[config.mk]
export PLATFORM = sky130hd
export DESIGN_NAME = vram_arbiter
export DESIGN_NICKNAME = d
export VERILOG_FILES = /design/src/rtl/vram_arb_pkg.sv /design/src/rtl/vram_arbiter_rr_pick3.sv /design/src/rtl/vram_arbiter.sv
export SDC_FILE = /design/constraint.sdc
export NUM_CORES = 1
export LEC_CHECK = 0
export BUFFER_PORTS_ARGS = -buffer_cell sky130_fd_sc_hd__buf_2
export CORE_AREA = 2 2 88 90
export DETAILED_ROUTE_END_ITERATION = 6
export DIE_AREA = 0 0 90 92
export PLACE_DENSITY_LB_ADDON = 0.1
export SLEW_MARGIN = 20
export SYNTH_ARGS = -nofsm -noshare
export SYNTH_HDL_FRONTEND = slang
export SYNTH_SLANG_ARGS = --single-unit
[constraint.sdc]
create_clock -name clk -period 2.9 [get_ports clk]
set_clock_uncertainty 0.15 [all_clocks]
set_input_delay 0.58 -clock clk [delete_from_list [all_inputs] [get_ports clk]]
set_output_delay 0.58 -clock clk [all_outputs]
set_load 0.1 [all_outputs]
[src/rtl/vram_arb_pkg.sv]
// rtl/vram_arb_pkg.sv - shared types and constants for the VRAM arbiter
package vram_arb_pkg;

  typedef enum logic [2:0] {
    REQ_CPU  = 3'd0,
    REQ_SPR  = 3'd1,
    REQ_L1   = 3'd2,
    REQ_L2   = 3'd3,
    REQ_NONE = 3'd4
  } req_e;

  localparam int unsigned VRAM_ADDR_W = 15;
  localparam int unsigned VRAM_DATA_W = 32;
  localparam int unsigned NUM_REQ     = 4;

  typedef logic [NUM_REQ-1:0] req_vec_t;

  // Bit n of the result belongs to requester code n; REQ_NONE maps to all zeros.
  function automatic req_vec_t req_onehot(req_e r);
    req_vec_t v;
    v = '0;
    if (r != REQ_NONE) v[r[1:0]] = 1'b1;
    return v;
  endfunction

endpackage

[src/rtl/vram_arbiter_rr_pick3.sv]
// rtl/vram_arbiter_rr_pick3.sv - combinational 3-way round-robin picker
module rr_pick3 (
  input  logic [2:0] req_i,
  input  logic [1:0] ptr_i,
  output logic [2:0] gnt_o,
  output logic       valid_o
);

  assign valid_o = |req_i;

  // Search order starts at ptr_i and wraps; bit 0 = SPR, 1 = L1, 2 = L2.
  always_comb begin
    gnt_o = 3'b000;
    case (ptr_i)
      2'd1: begin
        if      (req_i[1]) gnt_o = 3'b010;
        else if (req_i[2]) gnt_o = 3'b100;
        else if (req_i[0]) gnt_o = 3'b001;
      end
      2'd2: begin
        if      (req_i[2]) gnt_o = 3'b100;
        else if (req_i[0]) gnt_o = 3'b001;
        else if (req_i[1]) gnt_o = 3'b010;
      end
      default: begin
        if      (req_i[0]) gnt_o = 3'b001;
        else if (req_i[1]) gnt_o = 3'b010;
        else if (req_i[2]) gnt_o = 3'b100;
      end
    endcase
  end

endmodule

[src/rtl/vram_arbiter.sv]
// rtl/vram_arbiter.sv - CPU-priority VRAM arbiter with round-robin renderers and anti-starvation
// Optional per-renderer stall counters are built when VRAM_ARB_STATS_EN is defined.
module vram_arbiter
  import vram_arb_pkg::*;
#(
  parameter int ADDR_W        = VRAM_ADDR_W,
  parameter int DATA_W        = VRAM_DATA_W,
  parameter int CPU_BURST_MAX = 2
) (
  input  logic              clk,
  input  logic              rst,
  input  logic              cpu_req,
  input  logic [ADDR_W-1:0] cpu_addr,
  input  logic              cpu_write,
  input  logic [DATA_W-1:0] cpu_wrdata,
  input  logic [3:0]        cpu_wrbytesel,
  output logic              cpu_ack,
  output logic              cpu_rddata_valid,
  input  logic              spr_req,
  input  logic [ADDR_W-1:0] spr_addr,
  output logic              spr_ack,
  output logic              spr_rddata_valid,
  input  logic              l1_req,
  input  logic [ADDR_W-1:0] l1_addr,
  output logic              l1_ack,
  output logic              l1_rddata_valid,
  input  logic              l2_req,
  input  logic [ADDR_W-1:0] l2_addr,
  output logic              l2_ack,
  output logic              l2_rddata_valid,
  output logic [DATA_W-1:0] rddata,
  output logic [ADDR_W-1:0] vram_addr,
  output logic [DATA_W-1:0] vram_wrdata,
  output logic [3:0]        vram_wrbytesel,
  output logic              vram_write,
  input  logic [DATA_W-1:0] vram_rddata
`ifdef VRAM_ARB_STATS_EN
  ,
  input  logic              stats_clr,
  output logic [15:0]       spr_stall_cnt,
  output logic [15:0]       l1_stall_cnt,
  output logic [15:0]       l2_stall_cnt
`endif
);

  localparam int SW = $clog2(CPU_BURST_MAX + 1);
  localparam logic [SW-1:0] BURST_MAX = SW'(CPU_BURST_MAX);

  req_e              gnt_q, gnt_d, rd_tag_q;
  logic [1:0]        rr_ptr_q, rr_ptr_d;
  logic [SW-1:0]     streak_q, streak_d;
  logic [ADDR_W-1:0] addr_q, addr_d;
  logic [DATA_W-1:0] wrdata_q, wrdata_d;
  logic [3:0]        be_q, be_d;
  logic              write_q, write_d;

  logic [2:0] rend_req, pick;
  logic       rend_any, pick_valid, cpu_win;
  req_vec_t   ack_vec, rd_vec;

  assign rend_req = {l2_req, l1_req, spr_req};
  assign rend_any = |rend_req;
  assign cpu_win  = cpu_req && (!rend_any || (streak_q < BURST_MAX));

  rr_pick3 u_pick (
    .req_i   (rend_req),
    .ptr_i   (rr_ptr_q),
    .gnt_o   (pick),
    .valid_o (pick_valid)
  );

  always_comb begin
    gnt_d    = REQ_NONE;
    rr_ptr_d = rr_ptr_q;
    streak_d = streak_q;
    addr_d   = addr_q;
    wrdata_d = wrdata_q;
    be_d     = 4'b0000;
    write_d  = 1'b0;
    if (cpu_win) begin
      gnt_d  = REQ_CPU;
      addr_d = cpu_addr;
      if (cpu_write) begin
        write_d  = 1'b1;
        be_d     = cpu_wrbytesel;
        wrdata_d = cpu_wrdata;
      end
      // cpu_win with a renderer pending implies streak_q < BURST_MAX, so this saturates.
      if (rend_any) streak_d = streak_q + 1'b1;
    end else if (pick_valid) begin
      streak_d = '0;
      case (pick)
        3'b001: begin gnt_d = REQ_SPR; addr_d = spr_addr; rr_ptr_d = 2'd1; end
        3'b010: begin gnt_d = REQ_L1;  addr_d = l1_addr;  rr_ptr_d = 2'd2; end
        default: begin gnt_d = REQ_L2; addr_d = l2_addr;  rr_ptr_d = 2'd0; end
      endcase
    end
    if (!rend_any) streak_d = '0;
  end

  always_ff @(posedge clk) begin
    if (!rst) begin
      gnt_q    <= REQ_NONE;
      rd_tag_q <= REQ_NONE;
      rr_ptr_q <= 2'd0;
      streak_q <= '0;
      addr_q   <= '0;
      wrdata_q <= '0;
      be_q     <= 4'b0000;
      write_q  <= 1'b0;
    end else begin
      gnt_q    <= gnt_d;
      rd_tag_q <= (gnt_q != REQ_NONE && !write_q) ? gnt_q : REQ_NONE;
      rr_ptr_q <= rr_ptr_d;
      streak_q <= streak_d;
      addr_q   <= addr_d;
      wrdata_q <= wrdata_d;
      be_q     <= be_d;
      write_q  <= write_d;
    end
  end

  // Gating with rst drops a read return that lands while reset is being applied.
  assign ack_vec = req_onehot(gnt_q);
  assign rd_vec  = rst ? req_onehot(rd_tag_q) : '0;

  assign cpu_ack          = ack_vec[0];
  assign spr_ack          = ack_vec[1];
  assign l1_ack           = ack_vec[2];
  assign l2_ack           = ack_vec[3];
  assign cpu_rddata_valid = rd_vec[0];
  assign spr_rddata_valid = rd_vec[1];
  assign l1_rddata_valid  = rd_vec[2];
  assign l2_rddata_valid  = rd_vec[3];
  assign rddata           = (|rd_vec) ? vram_rddata : '0;

  assign vram_addr      = addr_q;
  assign vram_wrdata    = wrdata_q;
  assign vram_wrbytesel = be_q;
  assign vram_write     = write_q;

`ifdef VRAM_ARB_STATS_EN
  logic [2:0]  rend_ack;
  logic [15:0] stall_q [3];

  assign rend_ack = {l2_ack, l1_ack, spr_ack};

  always_ff @(posedge clk) begin
    for (int i = 0; i < 3; i++) begin
      if (!rst || stats_clr) begin
        stall_q[i] <= 16'd0;
      end else if (rend_req[i] && !rend_ack[i] && stall_q[i] != 16'hFFFF) begin
        stall_q[i] <= stall_q[i] + 16'd1;
      end
    end
  end

  assign spr_stall_cnt = stall_q[0];
  assign l1_stall_cnt  = stall_q[1];
  assign l2_stall_cnt  = stall_q[2];
`endif

endmodule
---- Yosys cells after proc, flatten, opt, wreduce, memory -nomap -nowiden ----
Index checks and enable logic that the tools add are counted.
W data, S select, Z words.
cells by class
  muxes and demuxes ....................... 26
  bitwise gates (word level) .............. 3
  eq/ne operators ......................... 6
  order comparisons ....................... 5
  reductions and logical operators ........ 17
  add/subtract/negate cells ............... 1
operators with widths
  kind                   count
  $mux W32               1
  $mux W15               2
  $pmux W15 S2           1
  $mux W3                9
  $mux W4                3
  $pmux W2 S2            2
  $reduce_and A2 Y1      4
  $lt A2 B3 Y1 const B   2
  $ne A3 B3 Y1 const B   2
  $pmux W3 S2            1
  $reduce_and A3 Y1      2
  $reduce_or A3 Y1       2
  $demux W1 S2           2
  $ge A2 B1 Y1 const B   2
  $logic_and A1 B1 Y1    4
  $mux W1                4
  $reduce_or A4 Y1       1
  $eq A3 B1 Y1 const B   1
  $eq A3 B2 Y1 const B   1
  $not A1 Y1             3
  $add A2 B1 Y2 const B  1
  $eq A2 B1 Y1 const B   1
  $eq A2 B2 Y1 const B   1
  $logic_not A1 Y1       2
  4 further kinds        4
word-level totals
  bits in registers ....................... 62
  logic and storage cells ................. 67

---- Depth between registers and ports, before layout ----
Gate-level depths: netlist (run 1).
  depth in word-level cells ............... 8
  gate-level depth with buffers ........... 9
  gate-level depth less buffers ........... 7

---- Cells and area by module ----
A second synthesis (run 1) with hierarchy kept.
unflattened totals
  cell total of the unflattened synthesis .. 433
  area, all modules ....................... 3343.2 um^2
by module, submodules not included
  module        instances  area each (um^2)  cells an instance
  vram_arbiter  1          3216.8            415
  rr_pick3      1          126.4             18

---- Worst setup path after synthesis (run 1) ----
OpenSTA, ideal clock, no wires.
  path type ............................... input to output
  start point ............................. input port rst
  end point ............................... output port cpu_rddata_valid
  data arrival time ....................... 3.935 ns
  stages on the path ...................... 2
  slack ................................... -1.765 ns
  path through ............................ clkbuf_1 > nor4b_1
on the way
  word-level cells in the longest chain between the ends .. 1
RTL lines
  element      line                 text
  from (decl)  vram_arbiter.sv:11   input logic rst,
  $mux W4      vram_arbiter.sv:125  assign rd_vec = rst ? req_onehot(rd_tag_q) : '0;
  to (decl)    vram_arbiter.sv:18   output logic cpu_rddata_valid,
Every way passes these cells.

---- Worst setup path after layout (run 1) ----
  start point ............................. register rd_tag_q[1]
  end point ............................... output port rddata[9]
on the way
  word-level cells in the longest chain between the ends .. 8
  elaborated cells between the ends (all ways) .. 10
  those cells by class .................... order compare (2); eq/ne (1); mux (5); reduce/logical (2)
RTL lines
  element                                                             line                 text
  from (decl)                                                         vram_arbiter.sv:49   req_e gnt_q, gnt_d, rd_tag_q;
  from (signal assigned)                                              vram_arbiter.sv:113  rd_tag_q <= (gnt_q != REQ_NONE && !write_q) ? gnt_q : REQ_NONE;
  $lt A2 B3 Y1 (not written as such) or $ge A2 B1 Y1 (tied branches)  vram_arb_pkg.sv:22   if (r != REQ_NONE) v[r[1:0]] = 1'b1;
  $logic_and A1 B1 Y1 (not written as such)                           vram_arb_pkg.sv:22
  $mux W1 (not written as such)                                       vram_arb_pkg.sv:22
  $demux W1 S2                                                        vram_arb_pkg.sv:22
  $mux W4 (*)                                                         vram_arb_pkg.sv:22
  $mux W4 (*)                                                         vram_arbiter.sv:125
  $reduce_or A4 Y1 (*)                                                vram_arbiter.sv:135  assign rddata = (|rd_vec) ? vram_rddata : '0;
  $mux W32 (*)                                                        vram_arbiter.sv:135
  to (decl)                                                           vram_arbiter.sv:31   output logic [DATA_W-1:0] rddata,
Mark *: on every way between the ends. The rest lies on a longest branch, timed or not.

==> metrics.yaml, run 1 <==
clocking:
  clkTransAtPathRegs_ns: 0.06
  holdBufCountCts: 0
  clkLatencyLatePin_ns: 0.31
  cts_root_buf: "clkbuf_8"
  cts_buffers: 9
  htree_levels: 3
  tritoncts: "yes"
  clk_path_buf_depth: 2
  postCtsSetupBuffers: 0
  clkSinkCount: 62
  cts-resized-gates: 0
synth:
  avgSynthCellArea_um2: 8.43
  synth_fp_nets: 469
  yosys_warnings: 0
  synth_seq_area_share: 0.444
  synth_area_um2: 2800
  ys_ff_latch: 62
  synthCells: 332
  synth.distinct_cells: 32
drt:
  wl_um: 8910
  num_vias: 3089
  drtIter0Drc: 109
  wl_per_cell_um: 13.6
  drc: 0
  dr.pass1.iters: 6
  postRouteAntennaNets: 0
  viasPerCell: 4.71
sta:
  fmax_mhz: 415
  worst_slew_pin_slew_ns: 0.570
  maxSlewViolCount: 0
  hold_viol: 0
  maxSlewHeadroom: 0.620
  setup_tns_ns: 0
  fin_crit_sh: 0.831
  setup_ws_ns: 0.491
  setup_viol_count_final: 0
  rsz0062_at_grt: "false"
  min_period_ns: 2.41
setup_path:
  arrival_ns: 1.68
  path_class: "register to primary output"
  cp-start-kind: "register"
  cp_max_fo: 32
  critical_path_required_ns: 2.17
  end_kind: "primary output"
  reg2reg_slack_ns: 0.66
final_layout:
  seq_area_um2: 1240
  multi_input_area_um2: 1450
  drive_gt1_frac: 0.458
  num-fill-cells: 684
  area_delta_synth_final_pct: 67.6
  antenna_cells: 0
  nNetsFinal: 688
  final_util: 0.630
grt:
  grt_pass1_wl_um: 13900
  grt_pass1_vias: 2880
  track_usage: 0.208
  grt_overflow: 0
  grt_start_max_net_pins: 38
  antenna_found_initial: 0
die:
  io_pins: 227
  die_area_um2: 8280
  fp.dieW_um: 90
  rows: 32
  start_util: 0.376
  die_h_um: 92
  coreArea_um2: 7450
power:
  totalPowerFinal_uw: 2520
  ir_drop_uv: 282
  p_leak_uw: 0.00226
  powerDensity_nw_per_um2: 537
run_status:
  outcome: "finished clean"
placement:
  place_ws_ns: 0.529
  dpl.hpwl_um: 7070
  portBuffers: 226
  place_congestion: 0.784
job:
  max-cap-violations: 0
hold_path:
  min_path_type: "register to register"
-- through the flow --
step	instance area, um2	instances	hold WS [ns]
after floorplan	2820	332	0.242
after global placement	4510	642	0.253
after detailed placement	4510	642	0.259
after CTS	4690	656	0.268
after global routing	4690	656	0.273
final	4690	656	0.266
-- cell usage in the layout (no fill, tap or decap), drive strengths merged --
cell type and count:
and3 8, clkinv 1, ha 2, o31ai 1, buf 233, o21ai 18, a21boi 33, mux2i 1
clkbuf 13, a22oi 15, dfxtp 62, or3 1, o41ai 1, nor3b 2, nor3 1, nor4b 1
a21oi 1, nor2 5, and2b 1, inv 5, nand2b 3, and3b 1, a221o 15, and2 43
nand4b 1, nand2 82, nor2b 3, nand3 1
-- logic make-up after synthesis --
| family | synth area share |
|---|---|
| AOI/OAI and AO/OA | 0.222 |
| adders and majority gates | 0.00894 |
| buffers and inverters | 0.0487 |
| DFF | 0.444 |
| muxes | 0.00358 |
| and+or+nand+nor | 0.273 |
-- layer usage --
layer  GRT usage  up-vias  wire (um)
met3      0.0370       10        539
met2       0.356      135       4470
li1            -     1561          -
met5           0        -          0
met1       0.264     1383       3780
met4      0.0756        0        118
-- cells in the mapped netlist --
cell type	count	area [um2]
and2b_4	1	10.0
and2_1	42	263
o41ai_1	1	8.76
or3_4	1	11.3
buf_1	2	7.51
buf_2	1	5.00
ha_1	2	25.0
nor2b_1	3	18.8
o31ai_1	1	7.51
a221o_1	15	150
and3_1	7	43.8
nand3_1	1	5.00
clkbuf_1	19	71.3
nor3b_1	2	15.0
mux2i_1	1	10.0
and3b_1	1	8.76
and3_4	1	11.3
dfxtp_1	62	1240
nor2_1	5	18.8
nor3_1	1	5.00
a22oi_1	15	113
nor4b_1	1	8.76
a21boi_0	33	248
nand2b_1	3	18.8
a21oi_1	1	5.00
nand2_1	82	308
o21ai_1	1	5.00
o21ai_0	17	85.1
nand4b_1	1	8.76
and2_4	1	8.76
inv_1	5	18.8
buf_6	3	33.8
-- worst max-delay path: stages (launching register included) --
cell and delay [ns]:
dfxtp_1 0.45, nor2_1 0.07, a21boi_1 0.15, buf_4 0.27, and2_1 0.24, buf_12 0.19
-- final timing paths --
| check | startpoint | to | depth (start not counted) |
|---|---|---|---|
| worst min register to register | streak_q[0]$_SDFF_PN0_ | streak_q[0]$_SDFF_PN0_ | 1 |
| worst min-delay path | streak_q[0]$_SDFF_PN0_ | streak_q[0]$_SDFF_PN0_ | 1 |
| worst max register to register | rr_ptr_q[1]$_SDFFE_PN0P_ | vram_addr[14]$_SDFFE_PN0N_ | 7 |
| worst max-delay path | rd_tag_q[1]$_SDFF_PN0_ | rddata[9] | 5 |
-- flip-flops by register name, indices dropped and copies added, names as in the netlist --
signal and cells:
rr_ptr_q 2, vram_write 1, rd_tag_q 3, gnt_q 3, vram_wrbytesel 4, vram_wrdata 32, vram_addr 15, streak_q 2
-- where the power goes --
group / switching [uW] / internal [uW]
logic: 676 / 250
clock network: 286 / 370
registers: 32.0 / 907
-- final cells by class --
cell class	count	area share
Clock inverter	1	0.00107
Timing Repair Buffer	233	0.358
Tap cell	102	0.0272
Sequential cell	62	0.265
Multi-Input combinational cell	240	0.309
Clock buffer	13	0.0360
Inverter	5	0.00400
Power figures use the tool's default switching activity.
==> inputs of run 2 (changes only) <==
==> constraint.sdc (replaced) <==
create_clock -name clk -period 2.4 [get_ports clk]
set_clock_uncertainty 0.15 [all_clocks]
set_input_delay 0.48 -clock clk [delete_from_list [all_inputs] [get_ports clk]]
set_output_delay 0.48 -clock clk [all_outputs]
set_load 0.1 [all_outputs]
==> metrics.yaml, run 2 (synthesis results as in run 1) <==
run_status:
  outcome: "finished clean"  # unchanged
power:
  ir_drop_uv: 359  # was 282 uV
  switching_share: 0.399  # was 0.394
  p_leak_uw: 0.00231  # was 0.00226 uW
  internal_power_uw: 1880  # was 1530 uW
  clkPwrFrac: 0.277  # was 0.260
  powerDensity_nw_per_um2: 650  # was 537 nW/um2
  p_seq_frac: 0.362  # was 0.373
  power.switching_uw: 1250  # was 993 uW
  p_comb_frac: 0.361  # was 0.367
setup_path:
  end_kind: "register"  # was primary output
  cp-start-kind: "register"  # unchanged
  path_class: "register to register"  # was register to primary output
  slowest_stage: "o41ai_1"  # was dfxtp_1
  critical_path_required_ns: 2.46  # was 2.17 ns
  cp_cell_sequence: "inv_1 -> ha_1 -> and2_1 -> o41ai_1 -> and2b_4 -> and2_4 -> a221o_1"  # was nor2_1 -> a21boi_1 -> buf_4 -> and2_1 -> buf_12
  cp_max_fo: 15  # was 32
  reg2reg_slack_ns: 0.15  # was 0.66 ns
  path_delay_family: "compound AO/OA/AOI/OAI gates"  # was buffers and inverters
  worst-path-buf-inv: 1  # was 2
  arrival_ns: 2.31  # was 1.68 ns
  max_stage_delay_ns: 0.39  # was 0.45 ns
die:
  start_util: 0.376  # unchanged
  io_pins: 227  # unchanged
  rows: 32  # unchanged
  fp.dieW_um: 90  # unchanged
  die_h_um: 92  # unchanged
  die_area_um2: 8280  # unchanged
  coreArea_um2: 7450  # unchanged
sta:
  fin_crit_sh: 0.937
  fmax_mhz: 445
  setup_tns_ns: 0  # unchanged
  hold_viol: 0  # unchanged
  setup_ws_ns: 0.152  # was 0.491 ns
  setup_viol_count_final: 0  # unchanged
  worst_slew_pin_slew_ns: 0.545  # was 0.570 ns
  rsz0062_at_grt: "false"  # unchanged
  hold_slack_ns: 0.224  # was 0.266 ns
  maxSlewHeadroom: 0.637  # was 0.620
  maxSlewViolCount: 0  # unchanged
  min_period_ns: 2.25
drt:
  wl_per_cell_um: 13.3  # was 13.6 um
  num_vias: 3084  # was 3089
  viasPerCell: 4.67  # was 4.71
  highest_layer: "met4"  # unchanged
  drt-met1-wl_um: 3600  # was 3780 um
  wl_um: 8770  # was 8910 um
  drtIter0Drc: 84  # was 109
  postRouteAntennaNets: 0  # unchanged
  route.met3.wl_um: 529  # was 539 um
  met2_length_um: 4530  # was 4470 um
  drc: 0  # unchanged
  dr.pass1.iters: 4  # was 6
grt:
  grt_overflow: 0  # unchanged
  antenna_found_initial: 0  # unchanged
  track_usage: 0.211  # was 0.208
  grt_pass1_vias: 2970  # was 2880
  grt_start_max_net_pins: 38  # unchanged
  grt_pass1_wl_um: 14200  # was 13900 um
clocking:
  clkSinkCount: 62  # unchanged
  cts_buffers: 9  # unchanged
  holdBufCountCts: 0  # unchanged
  clkTransAtPathRegs_ns: 0.07  # was 0.06 ns
  tritoncts: "yes"  # unchanged
  clk_path_buf_depth: 2  # unchanged
  postCtsSetupBuffers: 0  # unchanged
  cts_root_buf: "clkbuf_8"  # unchanged
  htree_levels: 3  # unchanged
  clkLatencyLatePin_ns: 0.32  # was 0.31 ns
final_layout:
  largest_reg_flops: 32  # unchanged
  layout_commonest_cell: "buf_2"  # unchanged
  final_area_um2: 4820  # was 4690 um2
  num-fill-cells: 701  # was 684
  instances_no_fill: 660  # was 656
  drive_gt1_frac: 0.518  # was 0.458
  antenna_cells: 0  # unchanged
  layout_common_cells: "buf_2, nand2_1, dfxtp_1"  # unchanged
  area_delta_synth_final_pct: 72.2  # was 67.6%
  nNetsFinal: 690  # was 688
placement:
  place_ws_ns: 0.167  # was 0.529 ns
  place_area_um2: 4620  # was 4510 um2
  portBuffers: 226  # unchanged
  dpl.hpwl_um: 6880  # was 7070 um
  dp.cells: 644  # was 642
  place_congestion: 0.754  # was 0.784
hold_path:
  min_path_type: "input pin to register"  # was register to register
job:
  max-cap-violations: 0  # unchanged
## run 2: area by class of cell
| cell class | count | area, um2 | share of cell area |
|---|---|---|---|
| Clock buffer | 9 | 124 | 0.0257 |
| Clock inverter | 7 | 65.1 | 0.0135 |
| Tap cell | 102 | 128 | 0.0265 |
| Inverter | 5 | 18.8 | 0.00390 |
| Timing Repair Buffer | 235 | 1760 | 0.364 |
| Sequential cell | 62 | 1240 | 0.258 |
| Multi-Input combinational cell | 240 | 1490 | 0.308 |
## run 2: per-stage QoR
stage,power (uW),utilization
after floorplan,1960,-
after global placement,2280,0.621
after detailed placement,2290,0.621
after CTS,3160,0.646
after global routing,3260,0.647
final,3130,0.647
## run 2: final timing paths
path	start	end	cells after the start
setup reg to reg	rr_ptr_q[1]$_SDFFE_PN0P_	vram_addr[9]$_SDFFE_PN0N_	7
hold / removal	spr_addr[8]	vram_addr[8]$_SDFFE_PN0N_	2
setup / recovery	rr_ptr_q[1]$_SDFFE_PN0P_	vram_addr[9]$_SDFFE_PN0N_	7
hold reg to reg	streak_q[0]$_SDFF_PN0_	streak_q[0]$_SDFF_PN0_	1
## run 2: power groups by stage
stage / combinational, uW / clock (uW) / sequential (uW)
2_1_floorplan: 402 / 0 / 1550
3_3_place_gp: 1120 / 0 / 1150
3_5_place_dp: 1130 / 0 / 1150
4_1_cts: 1140 / 895 / 1130
5_1_grt: 1180 / 943 / 1140
6_report: 1130 / 867 / 1130
## run 2: timing repair
action	CTS	global route
gates resized for setup	0	1
setup endpoints to repair	0	1
endpoints found under the hold margin	0	0
## run 2: routing by layer
layer  vias up  global-route usage
met4         0              0.0782
met2       116               0.382
met1      1391               0.248
li1       1567                   -
met5         -                   0
met3        10              0.0427
